===== src/rtl/sync_down_counter_jk.sv =====
// Synchronous down counter built from one JK flip-flop per bit.
// The count runs down to zero and then wraps to RELOAD. A one-cycle wrap pulse
// is registered after each wrap. A parallel load overrides counting.

// Single JK flip-flop with an asynchronous active-low reset.
module jk_ff (
    input  logic clk,
    input  logic rst_n,
    input  logic j,
    input  logic k,
    output logic q
);

    // JK behaviour: 00 hold, 01 clear, 10 set, 11 toggle
    always_ff @(posedge clk or negedge rst_n) begin
        if (!rst_n) begin
            q <= 1'b0;
        end else begin
            case ({j, k})
                2'b01:   q <= 1'b0;
                2'b10:   q <= 1'b1;
                2'b11:   q <= ~q;
                default: q <= q;
            endcase
        end
    end

endmodule

module sync_down_counter_jk #(
    parameter int              WIDTH  = 4,
    parameter logic [WIDTH-1:0] RELOAD = '1
) (
    input  logic             clk,
    input  logic             reset,
    input  logic             en,
    input  logic             load,
    input  logic [WIDTH-1:0] d,
    output logic [WIDTH-1:0] q,
    output logic             tc,
    output logic             wrap
);

    logic             zero;
    logic [WIDTH-1:0] j;
    logic [WIDTH-1:0] k;

    assign zero = (q == '0);
    assign tc   = en & ~load & zero;

    // Per-stage J/K steering: load forces d, wrap forces RELOAD,
    // count toggles a stage once all lower bits are zero, otherwise hold.
    always_comb begin
        j = '0;
        k = '0;
        for (int unsigned i = 0; i < WIDTH; i++) begin
            logic lower_zero;
            lower_zero = 1'b1;
            for (int unsigned m = 0; m < i; m++) begin
                lower_zero = lower_zero & ~q[m];
            end
            if (load) begin
                j[i] = d[i];
                k[i] = ~d[i];
            end else if (en) begin
                if (zero) begin
                    j[i] = RELOAD[i];
                    k[i] = ~RELOAD[i];
                end else begin
                    j[i] = lower_zero;
                    k[i] = lower_zero;
                end
            end
        end
    end

    genvar g;
    generate
        for (g = 0; g < WIDTH; g++) begin : g_stage
            jk_ff u_ff (
                .clk   (clk),
                .rst_n (reset),
                .j     (j[g]),
                .k     (k[g]),
                .q     (q[g])
            );
        end
    endgenerate

    // Wrap pulse: high for the cycle after a 0 -> RELOAD transition
    always_ff @(posedge clk or negedge reset) begin
        if (!reset) begin
            wrap <= 1'b0;
        end else begin
            wrap <= tc;
        end
    end

endmodule


===== config.mk =====
export PLATFORM = sky130hd
export DESIGN_NAME = sync_down_counter_jk
export DESIGN_NICKNAME = d
export VERILOG_FILES = /design/src/rtl/sync_down_counter_jk.sv
export SDC_FILE = /design/constraint.sdc
export NUM_CORES = 1
export LEC_CHECK = 0
export ABC_AREA = 1
export BUFFER_PORTS_ARGS = -buffer_cell sky130_fd_sc_hd__buf_4
export CAP_MARGIN = 20
export CORE_AREA = 2 2 39 41
export DETAILED_ROUTE_END_ITERATION = 10
export DIE_AREA = 0 0 41 43
export PLACE_DENSITY = 0.45
export SYNTH_ARGS = -nofsm -noshare
export SYNTH_HDL_FRONTEND = slang
export SYNTH_SLANG_ARGS = --single-unit

===== constraint.sdc =====
create_clock -name clk -period 1 [get_ports clk]
set_clock_uncertainty 0.15 [all_clocks]
set_input_delay 0.1 -clock clk [delete_from_list [all_inputs] [get_ports clk]]
set_output_delay 0.1 -clock clk [all_outputs]
set_load 0.01 [all_outputs]

==> flow_summary.yaml <==
synthesis:
  synthTopCellsByArea: "dfrtp_1 45%, nand2_1 15%, buf_4 11%"
  synthDistinctLibCells: 13
  syn-instance-count: 36
  syn-num-nets: 44
  yosys.area.top_type_share_pct: 44.8
  avgSynthCellArea_sq_um: 7.75
  post-synth-top-area-cell: "dfrtp_1"
  register_area_share_after_synthesis_pct: 44.8
  mappedNetlistArea_sq_um: 279
  yosys_warnings: 0
  synth-seq-cells: 5
sta:
  holdWs_ns: -0.00302
  hold_viol_final: 1
  rsz0062_at_grt: "true"
  tightest_slew_ns: 0.138
  max_freq_mhz: 763
  timing.final.max_slew_violations: 0
  finalCritPeriodShare_pct: 131
  finalCriticalPeriod_ns: 1.31
  worst_slack_ns: -0.311
  slew-limit-headroom_pct: 90.7
  setup_viol_count_final: 10
placed_design:
  globalplace.congestion: 0.653
  detailedPlace.worstSlack_ns: -0.100
  io_port_bufs: 13
  detailed_place.area_sq_um: 404
floorplan:
  die_width_um: 41
  design.die.area_sq_um: 1760
  initial_utilization_pct: 20.2
  design.portCount: 14
  core.rowCount: 14
  core_sq_um: 1380
  floorplan.die.height_um: 43
critical_path:
  endpoint: "tc"
  crit_path_class: "reg -> out"
  critical_path.startpoint: "g_stage[1].u_ff.q"
  worstSetupEndpointType: "primary output"
  worst_reg2reg_startpoint: "g_stage[1].u_ff.q"
  startpoint_type: "register"
  arrival_ns: 1.06
  rr_worst_depth: 7
  cp.required_ns: 0.75
  path_max_fanout: 3
  timing.reg2reg.setup_slack_ns: -0.21
  timing.rr.end: "g_stage[3].u_ff.q"
outcome:
  violations: "negative hold slack, negative setup slack"
  outcome: "finished with violations"
cts:
  cts_tree: "yes"
  cts_buffers: 3
  clk_path_buf_depth: 2
  clock_sinks: 5
  cts.reportedPaths.clkPinSlew_ns: 0.05
  insertion_delay_ns: 0.23
  clock-root-buffer: "clkbuf_4"
  clock_tree.htree_level_count: 1
  cts_hold_repair.buffers: 6
layout:
  area.sequential_sq_um: 125
  finalCoreUtilization_pct: 41.0
  nNetsFinal: 71
  antenna_cells_inserted: 0
  post_route_cells_drive_above_1_share_pct: 50.0
  nFillCells: 147
  area.growth.synth_to_final_pct: 103
  multi_input_comb_area_sq_um: 136
  final_std_cell_area_no_fill_sq_um: 567
drt:
  maxUsedRoutingLayer: "met3"
  vias: 289
  route.met3.wl_um: 38
  ant_nets: 0
  vias_per_cell: 3.71
  drc_errors: 0
  met2WireLength_um: 332
  drt-initial-drc-count: 6
  first_pass_drt_iterations: 4
  avgRoutedWirePerCell_um: 8.83
  wirelength_um: 689
  route.layer.met1.wl_um: 318
power_and_ir_drop:
  peakVddDrop_mv: 0.416
  power.static_leakage_nw: 0.290
  report.power.total_w: 0.000713
  powerDensity_nw_per_um2: 1260
hold_path:
  hp-class: "in -> reg"
grt:
  antenna_found_initial: 0
  grt_pass1_wl_um: 1090
  gr-total-overflow: 0
  global_route.usage.total_pct: 10.0
  grt_start_max_net_pins: 7
  grt_pass1_vias: 260
job:
  max_cap_viol_count: 0
[worst min path at each step]
stage               startpoint  slack, ns           endpoint  depth (start not counted)
floorplan                reset      -0.35  g_stage[0].u_ff.q                          0
global placement         reset      -0.24               wrap                          1
detailed placement       reset      -0.24               wrap                          1
CTS                       d[3]      -0.01  g_stage[3].u_ff.q                          5
global route              d[3]     -0.003  g_stage[3].u_ff.q                          5
finish                    d[3]     -0.003  g_stage[3].u_ff.q                          5
[layout by cell type (no fill, tap or decap)]
master         netlist  layout
buf_4                4      11
nand2_1             11      10
buf_6                0       9
dlygate4sd3_1        0       6
dfrtp_1              5       5
inv_1                3       3
clkbuf_4             0       3
nor2_4               1       2
a21oi_1              2       2
o21ai_1              1       2
nor2_1               3       2
nand3_2              0       2
inv_2                1       1
nor2_2               1       1
nand2_2              0       1
xnor2_2              0       1
clkbuf_1             0       1
[state kept, by name (all words and copies together) (netlist names)]
register        count
g_stage.u_ff.q      4
wrap                1
[cell families after synthesis]
family | count (synthesis) | synth area share, %
buffers and inverters | 8 | 16.1
AO/OA/AOI/OAI | 4 | 7.17
flip-flops | 5 | 44.8
XOR/XNOR | 1 | 3.14
AND/OR/NAND/NOR | 18 | 28.7
[cell usage after synthesis]
master    n
o21ai_1   1
nand3_1   2
inv_1     3
a21oi_1   2
nor2_4    1
o21ai_0   1
nand2_1  11
inv_2     1
nor2_2    1
xnor2_1   1
buf_4     4
nor2_1    3
dfrtp_1   5
[worst max-delay path, cell delays in order (launching register included)]
cell and delay [ns]:
dfrtp_1 0.41, nor2_4 0.14, nand2_2 0.07, nor2_4 0.10, buf_6 0.11
[per-stage QoR]
stage | hold slack (ns) | instances | setup TNS (ns)
2_1_floorplan | -0.346 | 36 | -0.0629
3_3_place_gp | -0.244 | 65 | -0.311
3_5_place_dp | -0.242 | 65 | -0.353
4_1_cts | -0.0123 | 76 | -1.20
5_1_grt | -0.00266 | 78 | -1.89
6_report | -0.00302 | 78 | -1.41
[final cells by class]
cell class	instances	share of cell area [%]
timing repair buffer	26	43.0
tap	16	3.53
sequential	5	22.1
inverter	4	2.65
multi-input combinational	23	24.1
clock buffer	4	4.64
[where the power goes]
part / internal, W / switching, W
clock network: 0.000151 / 0.0000805
logic: 0.000144 / 0.0000947
registers: 0.000223 / 0.0000200
total: 0.000518 / 0.000195
[timing repair]
item                                    CTS  global route
endpoints found under the hold margin     9             1
cloned                                    0             0
pin swaps                                 2             3
setup buffers                             2             2
endpoints found under the setup margin    9            11
resized for setup                         7             7
[per-layer routing]
| metal | global-route usage (%) | vias to the layer above |
|---|---|---|
| met5 | 0 | - |
| met4 | 12.0 | 0 |
| met3 | 1.57 | 0 |
| met2 | 11.6 | 9 |
| met1 | 13.4 | 123 |
| li1 | - | 157 |
Note: power is estimated with default switching activity, not from simulation.
